File: config.mk
export PLATFORM = sky130hd
export DESIGN_NAME = dmem_bridge
export DESIGN_NICKNAME = d
export VERILOG_FILES = /design/src/rtl/dmem_bridge_pkg.sv /design/src/rtl/dmem_bridge_lane_align.sv /design/src/rtl/dmem_bridge.sv
export SDC_FILE = /design/constraint.sdc
export NUM_CORES = 1
export LEC_CHECK = 0
export BUFFER_PORTS_ARGS = -buffer_cell sky130_fd_sc_hd__buf_2
export CAP_MARGIN = 20
export CELL_PAD_IN_SITES_DETAIL_PLACEMENT = 0
export CELL_PAD_IN_SITES_GLOBAL_PLACEMENT = 1
export CORE_MARGIN = 8
export CORE_UTILIZATION = 31
export DETAILED_ROUTE_END_ITERATION = 16
export PLACE_DENSITY_LB_ADDON = 0.1
export SYNTH_ARGS = -nofsm -noshare
export SYNTH_HDL_FRONTEND = slang
export SYNTH_SLANG_ARGS = --single-unit
File: constraint.sdc
create_clock -name clk -period 2.4 [get_ports clk]
set_input_delay 0.24 -clock clk [delete_from_list [all_inputs] [get_ports clk]]
set_output_delay 0.24 -clock clk [all_outputs]
set_load 0.005 [all_outputs]
File: src/rtl/dmem_bridge_pkg.sv
`default_nettype none
// ============================================================================
// Module   : dmem_bridge_pkg
// Brief    : Shared access-size / FSM-state types and lane helpers for dmem_bridge
// Revision : 1.0 - initial release
// ============================================================================
package dmem_bridge_pkg;

    typedef enum logic [1:0] {
        MEM_B = 2'd0,
        MEM_H = 2'd1,
        MEM_W = 2'd2
    } mem_size_t;

    typedef enum logic [1:0] {
        IDLE = 2'd0,
        ADDR = 2'd1,
        RESP = 2'd2,
        DONE = 2'd3
    } dmem_state_t;

    localparam int unsigned TCNT_W = 16;

    // Encoding 3 is not a legal size and behaves as a full word.
    function automatic logic [3:0] size_mask(input logic [1:0] size);
        case (size)
            MEM_B:   return 4'b0001;
            MEM_H:   return 4'b0011;
            default: return 4'b1111;
        endcase
    endfunction

    function automatic logic misaligned(input logic [1:0] size, input logic [1:0] off);
        case (size)
            MEM_B:   return 1'b0;
            MEM_H:   return off[0];
            default: return (off != 2'd0);
        endcase
    endfunction

endpackage
`default_nettype wire

File: src/rtl/dmem_bridge_lane_align.sv
`default_nettype none
// ============================================================================
// Module   : dmem_bridge_lane_align
// Brief    : Combinational byte-lane steering between core data and word bus
// Revision : 1.0 - initial release
// ============================================================================
module dmem_bridge_lane_align (
    input  logic [1:0]  size_i,
    input  logic [1:0]  off_i,
    input  logic [31:0] wdata_i,
    input  logic [31:0] rdata_i,
    output logic [3:0]  be_o,
    output logic [31:0] wdata_o,
    output logic [31:0] rdata_o
);
    import dmem_bridge_pkg::*;

    logic [4:0]  shamt;
    logic [31:0] rshift;

    assign shamt   = {off_i, 3'b000};
    // Lanes shifted past byte 3 fall off the top and are simply not enabled.
    assign be_o    = size_mask(size_i) << off_i;
    assign wdata_o = wdata_i << shamt;
    assign rshift  = rdata_i >> shamt;

    always_comb begin
        case (size_i)
            MEM_B:   rdata_o = {24'h0, rshift[7:0]};
            MEM_H:   rdata_o = {16'h0, rshift[15:0]};
            default: rdata_o = rshift;
        endcase
    end

endmodule
`default_nettype wire

File: src/rtl/dmem_bridge.sv
`default_nettype none
// ============================================================================
// Module   : dmem_bridge
// Brief    : Core data port to valid/ready bus bridge with stall, error and
//            timeout handling. Define DMEM_MISALIGN_TRAP_EN to trap misaligned
//            half/word accesses instead of issuing them.
// Revision : 1.0 - initial release
// ============================================================================
module dmem_bridge #(
    parameter int unsigned TIMEOUT_CYCLES = 255
) (
    input  logic        clk,
    input  logic        rst_n,
    input  logic        c_rd_req,
    input  logic [3:0]  c_we,
    input  logic [1:0]  c_size,
    input  logic [31:0] c_addr,
    input  logic [31:0] c_wr_data,
    output logic [31:0] c_rd_data,
    output logic        stall,
    output logic        fault,
    output logic        m_valid,
    input  logic        m_ready,
    output logic [31:0] m_addr,
    output logic        m_we,
    output logic [3:0]  m_be,
    output logic [31:0] m_wdata,
    input  logic        m_rvalid,
    input  logic [31:0] m_rdata,
    input  logic        m_err
);
    import dmem_bridge_pkg::*;

    localparam logic [TCNT_W-1:0] TMO_LAST = TCNT_W'(TIMEOUT_CYCLES - 1);

    dmem_state_t       state_q, state_d;
    logic [TCNT_W-1:0] cnt_q, cnt_d;
    logic              fault_q, fault_d;
    logic [31:0]       rd_data_q, rd_data_d;

    logic        is_store;
    logic        request;
    logic        tmo_hit;
    logic        misalign_trap;
    logic [31:0] rdata_ex;

    assign is_store = |c_we;
    assign request  = c_rd_req | is_store;
    assign tmo_hit  = (cnt_q == TMO_LAST);

`ifdef DMEM_MISALIGN_TRAP_EN
    assign misalign_trap = misaligned(c_size, c_addr[1:0]);
`else
    assign misalign_trap = 1'b0;
`endif

    dmem_bridge_lane_align u_lane_align (
        .size_i  (c_size),
        .off_i   (c_addr[1:0]),
        .wdata_i (c_wr_data),
        .rdata_i (m_rdata),
        .be_o    (m_be),
        .wdata_o (m_wdata),
        .rdata_o (rdata_ex)
    );

    always_comb begin
        state_d   = state_q;
        cnt_d     = cnt_q;
        fault_d   = 1'b0;
        rd_data_d = rd_data_q;
        case (state_q)
            IDLE: begin
                cnt_d = '0;
                if (request) begin
                    if (misalign_trap) begin
                        state_d = DONE;
                        fault_d = 1'b1;
                    end else begin
                        state_d = ADDR;
                    end
                end
            end
            ADDR: begin
                cnt_d = cnt_q + 1'b1;
                if (m_ready) begin
                    state_d = RESP;
                end else if (tmo_hit) begin
                    state_d = DONE;
                    fault_d = 1'b1;
                    if (!is_store) rd_data_d = '0;
                end
            end
            RESP: begin
                cnt_d = cnt_q + 1'b1;
                if (m_rvalid) begin
                    state_d = DONE;
                    fault_d = m_err;
                    if (!is_store) rd_data_d = m_err ? 32'h0 : rdata_ex;
                end else if (tmo_hit) begin
                    state_d = DONE;
                    fault_d = 1'b1;
                    if (!is_store) rd_data_d = '0;
                end
            end
            DONE: state_d = IDLE;
            default: state_d = IDLE;
        endcase
    end

    always_ff @(posedge clk or negedge rst_n) begin
        if (!rst_n) begin
            state_q   <= IDLE;
            cnt_q     <= '0;
            fault_q   <= 1'b0;
            rd_data_q <= '0;
        end else begin
            state_q   <= state_d;
            cnt_q     <= cnt_d;
            fault_q   <= fault_d;
            rd_data_q <= rd_data_d;
        end
    end

    // The core releases on DONE, so stall is low there even if a request is still present.
    assign stall     = ((state_q == IDLE) & request) | (state_q == ADDR) | (state_q == RESP);
    assign m_valid   = (state_q == ADDR);
    assign m_addr    = {c_addr[31:2], 2'b00};
    assign m_we      = is_store;
    assign fault     = fault_q;
    assign c_rd_data = rd_data_q;

endmodule
`default_nettype wire
Word level (Yosys, flattened, before mapping)
Cells that the tools add are included.
Cells by class
  add/sub/neg operators: 1
  eq/ne operators: 8
  shift-type cells: 3
  mux-type cells: 19
  bitwise operators: 4
  reduce and logical (&&, ||, !) cells: 7
Operator list (number)
  $mux W32: 6
  $pmux W32 S2: 2
  $pmux W16 S2: 1
  $shl A32 B5 Y32: 1
  $shr A32 B5 Y32: 1
  $add A16 B1 Y16 const B: 1
  $eq A16 B8 Y1 const B: 1
  $mux W2: 4
  $pmux W2 S4: 1
  $pmux W4 S2: 1
  $eq A2 B1 Y1 const B: 2
  $eq A2 B2 Y1 const B: 2
  $logic_not A2 Y1: 2
  $ne A2 B2 Y1 const B: 2
  $reduce_bool A2 Y1: 2
  $reduce_or A4 Y1: 1
  $shl A4 B2 Y4: 1
  $mux W1: 3
  $ne A3 B3 Y1 const B: 1
  $or A1 B1 Y1: 3
  $reduce_and A3 Y1: 1
  $pmux W1 S2: 1
  $reduce_or A2 Y1: 1
  $and A1 B1 Y1: 1
Storage, ports and cells
  flip-flop bits (word level): 51
  input bits: 108
  output and inout bits: 104
  logic and storage cells: 46

Logic depth before layout (Yosys ltp)
Gate-level depths: netlist of run 1.
  depth in word-level cells: 6
  depth in mapped cells: 7
  mapped depth without buffers: 6

Cells and area by module
Synthesis of run 1 repeated with hierarchy kept, for this count alone.
Second synthesis, totals
  cells, all modules: 371
  area, all modules: 3656.0 µm²
Modules (own cells, without submodules)
  dmem_bridge: times used 1, cells an instance 225, area an instance 2493.6 µm², sequential area each 1276.2 µm²
  dmem_bridge_lane_align: times used 1, cells an instance 146, area an instance 1162.4 µm², sequential area each 0.0 µm²

Least setup slack after synthesis of run 1
OpenSTA, ideal clock, no wires.
  kind: reg2reg
  from: register state_q[1]
  to: register rd_data_q[10], in the netlist c_rd_data[10]
  library setup time: 0.121 ns
  data arrival time: 1.783 ns
  required time: 2.279 ns
  path slack: 0.496 ns
  stages on the path, launching flop included: 7
  buffers on the path: 1
  clock period less this slack: 1.904 ns
  cell sequence: dfrtp_1 inv_1 ha_1 a21bo_2 a211o_2 buf_6 a22o_2
On the way
  word-level cells in the longest chain between the ends: 3
  elaborated cells between the ends (all ways): 7
  those cells by class: eq/ne: 4; mux: 1; reduce/logical: 2
Ends and longest elaborated chain
  from (decl): line dmem_bridge.sv:36  | dmem_state_t state_q, state_d;
  from (signal assigned): line dmem_bridge.sv:118  | state_q <= state_d;
  $eq A2 B2 Y1 / $eq A2 B1 Y1 (equally long branches): line dmem_bridge.sv:72  | case (state_q)
  $ne A3 B3 Y1 (no line) (tied with other cells)
  $reduce_and A3 Y1 (no line)
  to (signal assigned): line dmem_bridge.sv:121  | rd_data_q <= rd_data_d;
  to (decl): line dmem_bridge.sv:39  | logic [31:0] rd_data_q, rd_data_d;
Parallel ways exist; a longest one is shown, timed or not.
A chain may end at the register's enable or synchronous reset.

Worst setup path after layout of run 1
  from: register cnt_q[0]
  to: register rd_data_q[9], in the netlist c_rd_data[9]
On the way
  word-level cells in the longest chain between the ends: 4
  elaborated cells between the ends (all ways): 5
  those cells by class: eq/ne: 1; mux: 4
Ends and longest elaborated chain
  from (decl): line dmem_bridge.sv:37  | logic [TCNT_W-1:0] cnt_q, cnt_d;
  from (signal assigned): line dmem_bridge.sv:119  | cnt_q <= cnt_d;
  $eq A16 B8 Y1 (*): line dmem_bridge.sv:49  | assign tmo_hit = (cnt_q == TMO_LAST);
  $mux W32 (*)
  $mux W32 (on tied branches)
  $pmux W32 S2 (*)
Every way passes the cells marked *; elsewhere a longest branch is shown, timed or not. The select of a mux whose other input is x is not followed.

==> flow_summary.yaml, run 1 <==
floorplan:
  dieArea_um2: 15100
  fp.dieH_um: 123
  start_util: 0.314
  num_rows: 39
  io_pins: 212
  core_area_um2: 11300
  die_w_um: 123
worst_setup_path:
  end_kind: "flop"
  cp_data_arrival_time_ns: 2.41
  worst-endpoint-required_ns: 2.59
  startpoint_type: "flop"
  crit_type: "reg -> reg"
  crit_path_max_fanout: 32
  reg2reg_setup_slack_ns: 0.18
status:
  outcome: "completed"
synth:
  synth_top_area_frac: 0.360
  ys_ff_latch: 51
  synth_edf_count: 0
  ys_seq_area_frac: 0.360
  ys.flop_type: "dfrtp_1"
  synth_cell_types: 46
  synth_common_cells: "dfrtp_1 (51), buf_4 (32), mux2i_1 (32), nand2_1 (32), o21ai_0 (28)"
  netlist_area_um2: 3540
  yosysTopAreaCell: "dfrtp_1"
  synth_area_per_cell_um2: 9.25
  yosysMostFrequentCell: "dfrtp_1"
  syn_inst: 383
  synth_area_leaders: "dfrtp_1 (36%), mux2i_1 (9.0%), buf_4 (6.8%)"
  synthArstFlopShare: 1.00
  yosys_warnings: 0
placement:
  dp_slack_ns: 0.153
  routabilityCongestion: 0.769
  placement.io_buffers: 149
  dp_hpwl_um: 9260
hold_path:
  hp-class: "in -> reg"
route:
  dr.pass1.iters: 4
  drc: 0
  avgRoutedWirePerCell_um: 18.7
  ant_nets: 0
  initialDrtViolationCount: 163
  drt-vias-per-instance: 5.18
  routed_wl_um: 12000
  vias: 3322
cts:
  clock_path_buffers: 2
  htreeDepth: 2
  cts_tree: "built"
  worstSkewPairLatency_ns: 0.29
  cts_inserted_buffers: 5
  cts_setup_buffers: 0
  path_clk_slew_ns: 0.07
  clockRootBuffer: "clkbuf_16"
  ctsResizeCount: 0
  clock_sinks: 51
power:
  power.leakage_nw: 2.29
  p_per_area_nw_per_um2: 599
  finalPower_w: 0.00263
  ir_drop_v: 0.000291
layout:
  fillers: 1176
  final_util: 0.389
  area_growth_syn_to_layout_pct: 24.0
  drive_above_1_share: 0.374
  fin_nets: 610
timing:
  fin_crit_ns: 2.22
  max_freq_mhz: 450
  worstMarginPinSlew_ns: 0.625
  hold_violations: 0
  finalMaxSlewViolations: 0
  period_share: 0.926
  fin_hold_ws_ns: 0.193
  setup_slack_ns: 0.179
  fin_tns_setup_ns: 0
  finClkSkew_ns: 0.00667
  grt_setup_unrepaired: "false"
  max-slew-margin-rel: 0.583
  setup_violations: 0
global_routing:
  antenna_found_initial: 2
  grt_max_degree: 57
  first_global_vias: 3334
  grt.total_usage: 0.153
  grt.overflow.total: 0
  grt_pass1_wl_um: 18400
job:
  max_cap_viol_count: 0
[where the power goes]
| group | switching, W | total [W] | internal, W |
|---|---|---|---|
| combinational | 0.000470 | 0.000837 | 0.000367 |
| sequential | 0.0000492 | 0.000962 | 0.000913 |
| clock | 0.000334 | 0.000832 | 0.000498 |
[placed cells by master, fill, tap and decap left out, types with 5 or more instances in the layout]
cell type and instances:
o21ai_0 28, clkbuf_16 5, buf_4 14, o2bb2ai_1 8
dfrtp_1 51, xor2_1 7, a22o_2 8, nand2_1 32
nor3_1 5, nor2b_1 20, nand3_1 5, nor2_1 23
ha_1 6, nand4_1 6, a211o_1 8, mux2i_1 32
a22o_1 9, a32o_1 8, a21oi_1 13, buf_2 149
a211oi_1 9, and2_1 9
[per-layer routing]
| metal | wire, um | vias up | GRT usage |
|---|---|---|---|
| met2 | 5430 | 141 | 0.242 |
| met4 | 273 | 2 | 0.0564 |
| li1 | - | 1571 | - |
| met3 | 1090 | 27 | 0.0432 |
| met5 | 10 | - | 0 |
| met1 | 5160 | 1581 | 0.196 |
[registers in the layout, summed over array words and instances, names as in the netlist]
| name | flops |
|---|---|
| fault | 1 |
| state_q | 2 |
| c_rd_data | 32 |
| cnt_q | 16 |
[area by class of cell]
type                       instances  area [um2]  area share
inverter                           3        11.3     0.00256
sequential                        51        1280       0.291
multi-input combinational        270        1870       0.425
clock buffer                       5         125      0.0285
antenna                            1        2.50    0.000570
tap                              143         179      0.0408
timing repair buffer             165         881       0.201
clock inverter                     3        47.5      0.0108
[worst max-delay path, cell delays in order (launching register included)]
cell     delay (ns)
dfrtp_1        0.42
inv_1          0.07
ha_1           0.14
nor4b_1        0.30
nand4_1        0.19
a211o_2        0.62
a22o_2         0.35
[stage by stage]
step	cells	area (um2)
finish	641	4390
global route	641	4390
CTS	640	4390
detailed placement	631	4210
global placement	631	4210
floorplan	384	3540
[cell families after synthesis]
family / count (synthesis) / share of synthesized area
AO/OA/AOI/OAI: 97 / 0.200
XOR/XNOR: 8 / 0.0198
adder cells (fa/ha/maj): 6 / 0.0212
buffers and inverters: 63 / 0.113
flip-flops: 51 / 0.360
multiplexers: 32 / 0.0905
other: 1 / 0.00106
AND/OR/NAND/NOR: 125 / 0.194
[final timing paths]
kind / end / cells after the start / start
hold reg to reg: c_rd_data[17]$_DFFE_PN0P_ / 1 / c_rd_data[17]$_DFFE_PN0P_
setup / recovery: c_rd_data[9]$_DFFE_PN0P_ / 6 / cnt_q[0]$_DFFE_PN0P_
hold / removal: c_rd_data[26]$_DFFE_PN0P_ / 2 / m_rdata[26]
setup reg to reg: c_rd_data[9]$_DFFE_PN0P_ / 6 / cnt_q[0]$_DFFE_PN0P_
max in group asynchronous: c_rd_data[13]$_DFFE_PN0P_ / 3 / rst_n
min in group asynchronous: c_rd_data[17]$_DFFE_PN0P_ / 2 / rst_n
[timing repair]
| item | 4_1_cts | 5_1_grt |
|---|---|---|
| endpoints found under the hold margin | 22 | 0 |
| hold buffers | 1 | 0 |
| endpoints found under the setup margin | 0 | 0 |
Power figures use the tool's default switching activity.
==> run 2: changes to the inputs <==
- CORE_UTILIZATION: 31 -> 32
- SYNTH_HIERARCHICAL: default -> 1
- clock period: 2.4 -> 2.3 ns (I/O delays scaled with it)
==> flow_summary.yaml, run 2 <==
status:
  outcome: "completed"
global_routing:
  grt.overflow.total: 0
  grt_max_degree: 52
  grt.total_usage: 0.148
  first_global_vias: 3226
  antenna_found_initial: 0
  grt_pass1_wl_um: 17700
route:
  avgRoutedWirePerCell_um: 18.1
  initialDrtViolationCount: 108
  dr.pass1.iters: 4
  drc: 0
  ant_nets: 0
  drt-vias-per-instance: 4.98
  routed_wl_um: 11400
  vias: 3133
placement:
  routabilityCongestion: 0.829
  dp_hpwl_um: 8950
  dp_slack_ns: 0.186
  dp.cells: 621
  placement.io_buffers: 149
power:
  power.leakage_nw: 2.35
  p_per_area_nw_per_um2: 590
  ir_drop_v: 0.000374
synth:
  synth_area_leaders: "dfrtp_1 (35%), mux2i_1 (18%), a22o_1 (7.7%)"
  synth_common_cells: "mux2i_1 (65), dfrtp_1 (51), buf_4 (35)"
  synth_top_area_frac: 0.349
  synthArstFlopShare: 1.00
  ys_ff_latch: 51
  netlist_area_um2: 3660
  synth_edf_count: 0
  synth_area_per_cell_um2: 9.85
  yosysTopAreaCell: "dfrtp_1"
  syn_inst: 371
  ys.flop_type: "dfrtp_1"
  yosysMostFrequentCell: "mux2i_1"
  yosys_warnings: 6
  ys_seq_area_frac: 0.349
  synth_cell_types: 42
cts:
  cts_setup_buffers: 0
  cts_inserted_buffers: 5
  htreeDepth: 2
  clockRootBuffer: "clkbuf_16"
  path_clk_slew_ns: 0.07
  ctsResizeCount: 0
  cts_tree: "built"
  worstSkewPairLatency_ns: 0.28
  holdBufCountCts: 0
  clock_sinks: 51
  clock_path_buffers: 2
layout:
  final_common_cell: "buf_2"
  layoutNonFillerInstCount: 629
  layout_common_cells: "buf_2 (149), mux2i_1 (65), dfrtp_1 (51)"
  multi_input_area_um2: 1920
  area_growth_syn_to_layout_pct: 22.3
  insertedDiodeCount: 0
  fin_nets: 599
  largest_register_ffs: 32
  seq_area_um2: 1280
  fillers: 1161
  drive_above_1_share: 0.362
worst_setup_path:
  crit_path_max_fanout: 32
  end_kind: "flop"
  worst-endpoint-required_ns: 2.47
  crit_type: "reg -> reg"
  reg2reg_depth: 5
  startpoint_type: "flop"
  cp_data_arrival_time_ns: 2.29
floorplan:
  core_area_um2: 11300
  start_util: 0.324
  fp.dieH_um: 123
  io_pins: 212
  num_rows: 39
  die_w_um: 123
  dieArea_um2: 15100
timing:
  fin_crit_ns: 2.12
  max_freq_mhz: 472
  setup_slack_ns: 0.183
  grt_setup_unrepaired: "false"
  fin_hold_ws_ns: 0.0521
  max-slew-margin-rel: 0.561
  worstMarginPinSlew_ns: 0.659
  fin_tns_setup_ns: 0
  setup_violations: 0
  finClkSkew_ns: 0.00398
  hold_violations: 0
  finalMaxSlewViolations: 0
  period_share: 0.920
hold_path:
  hp-class: "in -> async"
job:
  max_cap_viol_count: 0
run 2: changes by cell type in the layout (fill, tap and decap cells not counted), sizes merged, moves of 9 or more:
| cell | previous run | this run |
|---|---|---|
| mux2i | 32 | 65 |
| nand2 | 32 | 10 |
| o21ai | 28 | 9 |
| nor2b | 20 | 3 |
| a22o | 17 | 32 |
| inv | 4 | 14 |
| nor2 | 23 | 33 |
| o32ai | 0 | 9 |
run 2: logic make-up after synthesis:
kind of cell	Yosys count	synth area share
AND/OR/NAND/NOR	98	0.145
AO/OA/AOI/OAI	74	0.159
multiplexers	66	0.181
other	1	0.00103
adder cells (fa/ha/maj)	6	0.0205
XOR/XNOR	7	0.0168
flip-flops	51	0.349
buffers and inverters	68	0.127
run 2: final cells by class:
| class | count | share of cell area |
|---|---|---|
| Clock buffer | 6 | 0.0311 |
| Clock inverter | 2 | 0.00784 |
| Inverter | 14 | 0.0118 |
| Multi-Input combinational cell | 253 | 0.430 |
| Sequential cell | 51 | 0.285 |
| Tap cell | 143 | 0.0400 |
| Timing Repair Buffer | 160 | 0.194 |
run 2: final timing paths:
path                                                start                         to  slack, ns
max in group asynchronous                           rst_n       cnt_q[3]$_DFFE_PN0P_       1.80
min in group clk                                  m_ready     state_q[1]$_DFFE_PN0P_       0.23
worst max-delay path                cnt_q[12]$_DFFE_PN0P_  c_rd_data[10]$_DFFE_PN0P_       0.18
worst max register to register      cnt_q[12]$_DFFE_PN0P_  c_rd_data[10]$_DFFE_PN0P_       0.18
worst min-delay path                                rst_n  c_rd_data[22]$_DFFE_PN0P_       0.05
worst min register to register  c_rd_data[25]$_DFFE_PN0P_  c_rd_data[25]$_DFFE_PN0P_       0.50
run 2: through the flow:
step | area [um2] | util | total power, W
6_report | 4470 | 0.397 | 0.00264
5_1_grt | 4470 | 0.397 | 0.00282
4_1_cts | 4470 | 0.397 | 0.00268
3_5_place_dp | 4300 | 0.381 | 0.00180
3_3_place_gp | 4300 | 0.381 | 0.00181
2_1_floorplan | 3660 | - | 0.00152
run 2: worst max-delay path, stage by stage (launching register included):
cell	delay, ns
dfrtp_1	0.42
or4_1	0.55
nor4_2	0.51
o21bai_2	0.13
buf_12	0.19
a22o_1	0.20
run 2: routing by layer:
layer  share of wire  GRT usage
met3           0.082     0.0469
met5               0          0
met1            0.43      0.181
met4          0.0063     0.0267
met2            0.48      0.252
run 2: power breakdown:
group / total, W / switching (W) / internal [W]
sequential: 0.00101 / 0.0000570 / 0.000950
combinational: 0.000770 / 0.000429 / 0.000341
clock: 0.000862 / 0.000321 / 0.000541
